### config.mk
export PLATFORM = sky130hd
export DESIGN_NAME = lfsr_gen
export DESIGN_NICKNAME = d
export VERILOG_FILES = /design/src/rtl/lfsr_pkg.sv /design/src/rtl/lfsr_next_comb.sv /design/src/rtl/lfsr_gen.sv
export SDC_FILE = /design/constraint.sdc
export NUM_CORES = 1
export LEC_CHECK = 0
export ABC_AREA = 1
export BUFFER_PORTS_ARGS = -buffer_cell sky130_fd_sc_hd__buf_2
export CAP_MARGIN = 20
export CORE_ASPECT_RATIO = 1.1
export CORE_UTILIZATION = 60
export DETAILED_ROUTE_END_ITERATION = 10
export GPL_TIMING_DRIVEN = 0
export PLACE_DENSITY = 0.95
export SYNTH_ARGS = -nofsm -noshare
export SYNTH_HDL_FRONTEND = slang
export SYNTH_SLANG_ARGS = --single-unit
export TNS_END_PERCENT = 10
### constraint.sdc
create_clock -name clk -period 5.2 [get_ports clk]
set_clock_uncertainty 0.1 [all_clocks]
set_input_delay 0 -clock clk [delete_from_list [all_inputs] [get_ports clk]]
set_output_delay 0 -clock clk [all_outputs]
set_load 0.005 [all_outputs]
### src/rtl/lfsr_pkg.sv
// Shared helpers for the Fibonacci LFSR family: single-shift function,
// lock-up value, tap sanity check and the update-kind enum used by lfsr_gen.
package lfsr_pkg;

  // Widest LFSR these helpers can describe; narrower LFSRs live in the low bits.
  localparam int LFSR_MAX_W = 64;

  typedef logic [LFSR_MAX_W-1:0] lfsr_word_t;

  // What the state/start/count registers do on a given clock edge.
  typedef enum logic [2:0] {
    UPD_HOLD   = 3'd0,
    UPD_PRIME  = 3'd1,
    UPD_ADV    = 3'd2,
    UPD_LOAD   = 3'd3,
    UPD_LOCKUP = 3'd4
  } upd_e;

  // Mask covering the low 'width' bits of a word.
  function automatic lfsr_word_t width_mask(input int width);
    if (width >= LFSR_MAX_W) begin
      return '1;
    end
    return (lfsr_word_t'(1) << width) - lfsr_word_t'(1);
  endfunction

  // One Fibonacci shift: the parity (or inverted parity) of the tapped bits
  // enters at bit 0 and everything moves one place towards the MSB.
  function automatic lfsr_word_t lfsr_shift(input lfsr_word_t state,
                                            input lfsr_word_t taps,
                                            input int         width,
                                            input logic       use_xnor);
    lfsr_word_t mask;
    logic       fb;
    mask = width_mask(width);
    fb   = (^(state & taps & mask)) ^ use_xnor;
    return ((state << 1) & mask) | {{(LFSR_MAX_W-1){1'b0}}, fb};
  endfunction

  // The single state an LFSR can never leave: all ones for XNOR feedback,
  // all zeros for XOR feedback.
  function automatic lfsr_word_t lockup_val(input int width, input logic use_xnor);
    return use_xnor ? width_mask(width) : '0;
  endfunction

  // The MSB tap must be present, and no tap may sit above the state width.
  function automatic logic taps_ok(input lfsr_word_t taps, input int width);
    logic msb_set;
    logic no_extra;
    msb_set  = taps[width-1];
    no_extra = ((taps & ~width_mask(width)) == '0);
    return msb_set & no_extra;
  endfunction

endpackage

### src/rtl/lfsr_next_comb.sv
// Combinational STEP-fold of lfsr_shift: returns the state reached after
// STEP consecutive single shifts. Shared with the LFSR checker block.
module lfsr_next_comb
  import lfsr_pkg::*;
#(
  parameter int               WIDTH    = 28,
  parameter logic [WIDTH-1:0] TAPS     = 28'h8810001,
  parameter bit               USE_XNOR = 1'b1,
  parameter int               STEP     = 1
) (
  input  logic [WIDTH-1:0] i_state,
  output logic [WIDTH-1:0] o_next
);

  localparam lfsr_word_t TAP_EXT = lfsr_word_t'(TAPS);

  lfsr_word_t w_acc;
  logic       w_unusedHi;

  // Unrolled chain of STEP single shifts on a zero-extended copy of the state.
  always_comb begin
    w_acc = '0;
    w_acc[WIDTH-1:0] = i_state;
    for (int k = 0; k < STEP; k++) begin
      w_acc = lfsr_shift(w_acc, TAP_EXT, WIDTH, USE_XNOR);
    end
    o_next = w_acc[WIDTH-1:0];
  end

  // Bits above WIDTH are always masked to zero by lfsr_shift.
  assign w_unusedHi = ^w_acc[LFSR_MAX_W-1:WIDTH];

endmodule

### src/rtl/lfsr_gen.sv
// Parametrised Fibonacci LFSR word source with seed load, lock-up rejection,
// valid/ready output handshake, advance counter, wrap and period pulses.
module lfsr_gen
  import lfsr_pkg::*;
#(
  parameter int               WIDTH    = 28,
  parameter logic [WIDTH-1:0] TAPS     = 28'h8810001,
  parameter bit               USE_XNOR = 1'b1,
  parameter int               STEP     = 1,
  parameter logic [WIDTH-1:0] SEED     = '0,
  parameter int               CNT_W    = 32
) (
  input  logic             clk,
  input  logic             reset,
  input  logic             en,
  input  logic             load,
  input  logic [WIDTH-1:0] seed,
  input  logic             out_ready,
  output logic             out_valid,
  output logic [WIDTH-1:0] lfsr_out,
  output logic [CNT_W-1:0] steps,
  output logic             wrap,
  output logic             period_done,
  output logic             lockup
);

  localparam lfsr_word_t       LOCKUP_EXT = lockup_val(WIDTH, USE_XNOR);
  localparam logic [WIDTH-1:0] LOCKUP     = LOCKUP_EXT[WIDTH-1:0];
  localparam bit               SEED_OK    = (SEED != LOCKUP);
  localparam bit               WIDTH_OK   = (WIDTH >= 3) && (WIDTH < LFSR_MAX_W);
  localparam bit               STEP_OK    = (STEP >= 1) && (STEP <= WIDTH - 1);
  localparam bit               TAPS_GOOD  = taps_ok(lfsr_word_t'(TAPS), WIDTH);

  // Reject configurations that would produce a stuck or ill-formed sequence.
  generate
    if (!WIDTH_OK) begin : g_badWidth
      $error("lfsr_gen: WIDTH must be at least 3 and below LFSR_MAX_W");
    end
    if (!STEP_OK) begin : g_badStep
      $error("lfsr_gen: STEP must lie in 1..WIDTH-1");
    end
    if (!TAPS_GOOD) begin : g_badTaps
      $error("lfsr_gen: TAPS must have bit WIDTH-1 set and nothing above it");
    end
    if (!SEED_OK) begin : g_badSeed
      $error("lfsr_gen: SEED equals the lock-up value");
    end
  endgenerate

  logic [WIDTH-1:0] r_state;
  logic [WIDTH-1:0] r_start;
  logic [CNT_W-1:0] r_steps;
  logic             r_valid;
  logic             r_wrap;
  logic             r_period;
  logic             r_lockup;

  logic [WIDTH-1:0] w_next;
  logic             w_adv;
  logic             w_seedLocked;
  upd_e             w_upd;

  lfsr_next_comb #(
    .WIDTH   (WIDTH),
    .TAPS    (TAPS),
    .USE_XNOR(USE_XNOR),
    .STEP    (STEP)
  ) u_next (
    .i_state(r_state),
    .o_next (w_next)
  );

  // A word is consumed when enabled, presented and accepted; a load takes precedence.
  assign w_adv        = en & r_valid & out_ready & ~load;
  assign w_seedLocked = (seed == LOCKUP);

  // Decide which single update the registers perform this cycle.
  always_comb begin
    w_upd = UPD_HOLD;
    if (load) begin
      w_upd = w_seedLocked ? UPD_LOCKUP : UPD_LOAD;
    end else if (w_adv) begin
      w_upd = UPD_ADV;
    end else if (!r_valid) begin
      w_upd = UPD_PRIME;
    end
  end

  // State, start point, counter, handshake flag and one-cycle status pulses.
  always_ff @(posedge clk or posedge reset) begin
    if (reset) begin
      r_state  <= SEED;
      r_start  <= SEED;
      r_steps  <= '0;
      r_valid  <= 1'b0;
      r_wrap   <= 1'b0;
      r_period <= 1'b0;
      r_lockup <= 1'b0;
    end else begin
      r_wrap   <= 1'b0;
      r_period <= 1'b0;
      r_lockup <= 1'b0;
      case (w_upd)
        UPD_PRIME: begin
          r_valid <= 1'b1;
        end
        UPD_ADV: begin
          r_state  <= w_next;
          r_steps  <= r_steps + CNT_W'(1);
          r_wrap   <= (r_steps == '1);
          r_period <= (w_next == r_start);
        end
        UPD_LOAD: begin
          r_state <= seed;
          r_start <= seed;
          r_steps <= '0;
          r_valid <= 1'b1;
        end
        UPD_LOCKUP: begin
          r_state  <= SEED;
          r_start  <= SEED;
          r_steps  <= '0;
          r_valid  <= 1'b1;
          r_lockup <= 1'b1;
        end
        default: begin
        end
      endcase
    end
  end

  assign out_valid   = r_valid;
  assign lfsr_out    = r_state;
  assign steps       = r_steps;
  assign wrap        = r_wrap;
  assign period_done = r_period;
  assign lockup      = r_lockup;

endmodule

==> results.sh <==
export IMPL_grt_most_used_layer="met2"
export IMPL_syn_inst=676
export IMPL_swShare=0.3169
export IMPL_antenna_cells=0
export IMPL_hold_ws_ps=89.69
export IMPL_drc=0
export IMPL_rows=34
export IMPL_ir_drop_mv=0.1682
export IMPL_arrival_ps=2080
export IMPL_final_common_cell="nand2_1"
export IMPL_layout_drive_gt1_share=0.1809
export IMPL_grt_usage=0.3856
export IMPL_syn_avg_cell_area_um2=7.507
export IMPL_synth_distinct_cells=39
export IMPL_clock_root_buffer="clkbuf_8"
export IMPL_synth_top_area_frac=0.4536
export IMPL_grt_antenna_before_repair=0
export IMPL_first_iter_violations=456
export IMPL_grt_util_met2=0.6399
export IMPL_path_clk_slew_ps=90
export IMPL_timing_final_crit_share=0.3749
export IMPL_synth_edf_count=0
export IMPL_yosysSeqAreaShare=0.4536
export IMPL_grt_pass1_wl_um=25920
export IMPL_gp_congestion=0.9462
export IMPL_utilization=0.7706
export IMPL_synth_area_leaders="dfrtp_1 45%, nand2_1 20%, nand3_1 5.1%, nand4_1 3.6%, nor2_1 3.6%"
export IMPL_cp_slowest_cell="dfrtp_1"
export IMPL_crit_fanout=5
export IMPL_final_area_um2=6196
export IMPL_synth_nets=710
export IMPL_status="completed"
export IMPL_maxSlewViolCount=0
export IMPL_wl_per_cell_um=17.22
export IMPL_cts_htree_levels=3
export IMPL_io_pins=97
export IMPL_setup_viol=0
export IMPL_numCtsBuffers=9
export IMPL_cap_violations=0
export IMPL_tns_ps=0
export IMPL_fmax_ghz=0.5129
export IMPL_hpwlAfterDp_um=10440
export IMPL_core_region_area_um2=8040
export IMPL_end_kind="register"
export IMPL_cts_tree="done"
export IMPL_clock_latency_ps=360
export IMPL_p_leak_nw=3.178
export IMPL_wl_um=15950
export IMPL_rsz0062_at_grt="false"
export IMPL_seq_power_share=0.526
export IMPL_cpMostUsedCell="nand3_1"
export IMPL_dr_pass1_iters=8
export IMPL_io_buffer_count=96
export IMPL_use_met1=0.4538
export IMPL_clkPwrFrac=0.293
export IMPL_mostFrequentLayoutCells="276 x nand2_1, 101 x buf_2, 92 x dfrtp_1"
export IMPL_cp_slowest_stage_delay_ps=460
export IMPL_cts_setup_buffers=0
export IMPL_dpl_cell_area_um2=5720
export IMPL_ant_nets=0
export IMPL_grt_pass1_vias=5344
export IMPL_multi_input_area_um2=2530
export IMPL_ys_warn_count=0
export IMPL_synth_cell_area_um2=5075
export IMPL_grt_ovfl_total=0
export IMPL_vias=5472
export IMPL_final_nets=847
export IMPL_die_y_um=98.46
export IMPL_combPwrFrac=0.181
export IMPL_hold_class="input pin to register"
export IMPL_area_growth_pct=22.09
export IMPL_cts_resized=0
export IMPL_slew_headroom=0.5245
export IMPL_worst_slew_pin_slew_ps=713.2
export IMPL_post_route_min_period_ps=1950
export IMPL_clockBufferDepth=2
export IMPL_n_fill_cell=538
export IMPL_grt_max_degree=51
export IMPL_worst_setup_path_type="register to register"
export IMPL_start_kind="register"
export IMPL_hold_viol_final=0
export IMPL_synth_main_ff_cell="dfrtp_1"
export IMPL_regArea_um2=2302
export IMPL_dieArea_um2=8830
export IMPL_path_cells="ha_1 > nand3_2 > nor3_1 > nand3_1 > xor2_1 > nand3_1 > o21ai_0"
export IMPL_p_sw_mw=0.4976
export IMPL_synth_top_cell_by_area="dfrtp_1"
export IMPL_powerDensity_nw_per_um2=253.5
export IMPL_synth_seq_cells=92
export IMPL_cts_sinks=92
export IMPL_async_flop_share=1.000
export IMPL_initial_core_util=0.6312
export IMPL_required_ps=5330
export IMPL_viasPerCell=5.909
export IMPL_die_x_um=89.69
export IMPL_internal_power_mw=1.073
export IMPL_grtUsageMet3=0.07956
==> worst max-delay path, delay by kind of cell, from the launching register on <==
kind	cells	cell delay, ps
DFF	1	460
and+or+nand+nor	4	740
AOI/OAI and AO/OA	1	70
adders and majority gates	1	280
xor gates and xnor gates	1	170
==> power groups by stage <==
stage	clock [mW]	combinational, mW	sequential (mW)
after floorplan	0	0.151	0.824
after global placement	0	0.241	0.832
after detailed placement	0	0.251	0.834
after CTS	0.459	0.271	0.821
after global routing	0.489	0.310	0.829
final	0.460	0.284	0.826
==> layer usage <==
metal / vias up / routed length [µm]
met3: 95 / 1505
met2: 382 / 7839
li1: 2459 / -
met5: - / 0
met1: 2536 / 5656
met4: 0 / 949
==> area by class of cell <==
cell class / instances / share of cell area
multi-input cells: 523 / 0.4083
flip-flops and latches: 92 / 0.3716
repair buffers: 126 / 0.1288
inverters: 38 / 0.02342
clock buffers: 10 / 0.02221
well taps: 108 / 0.02181
plain buffers: 23 / 0.01616
clock inverters: 6 / 0.007674
==> Yosys cell counts (4+ instances only) <==
cell type	count
a21oi_1	7
nand2_1	276
nor2_1	48
nor2_4	6
inv_1	38
o21ai_0	15
buf_2	5
nand4_1	29
dfrtp_1	92
nor3_1	19
xor2_1	8
xnor2_1	19
nor3b_1	5
clkbuf_1	10
nand3_1	52
buf_1	7
nor2_2	4
==> stage by stage <==
step / setup slack (ps) / total power, mW / std cells
after global routing: 3078 / 1.629 / 926
after global placement: 1706 / 1.072 / 880
after CTS: 3292 / 1.550 / 926
final: 3250 / 1.570 / 926
after detailed placement: 3317 / 1.085 / 881
after floorplan: 2708 / 0.9751 / 676
==> final timing paths <==
| check | slack, ps | end | cells after the start | from |
|---|---|---|---|---|
| max | 3250 | steps[16]$_DFFE_PP0P_ | 7 | steps[0]$_DFFE_PP0P_ |
| min | 90 | steps[1]$_DFFE_PP0P_ | 5 | load |
| max reg2reg | 3250 | steps[16]$_DFFE_PP0P_ | 7 | steps[0]$_DFFE_PP0P_ |
| min reg2reg | 420 | r_start[24]$_DFFE_PP0N_ | 2 | r_start[24]$_DFFE_PP0N_ |
| max in group asynchronous | 4220 | steps[23]$_DFFE_PP0P_ | 4 | reset |
| min in group asynchronous | 150 | lfsr_out[18]$_DFFE_PP0P_ | 3 | reset |
==> logic make-up after synthesis <==
kind of cell               share of synthesized area
and+or+nand+nor                               0.4159
AOI/OAI and AO/OA                            0.03279
buffers and inverters                        0.04783
DFF                                           0.4536
other                                      0.0007389
xor gates and xnor gates                     0.04660
adders and majority gates                   0.002465
==> registers in the layout, summed over array words and instances (netlist names) <==
signal,count
steps,32
r_start,28
period_done,1
lfsr_out,28
wrap,1
out_valid,1
lockup,1
==> what timing repair did <==
action,in CTS,in global routing
endpoints found under the setup margin,0,0
hold buffers,29,0
hold endpoints to repair,98,0
Power figures use the tool's default switching activity.
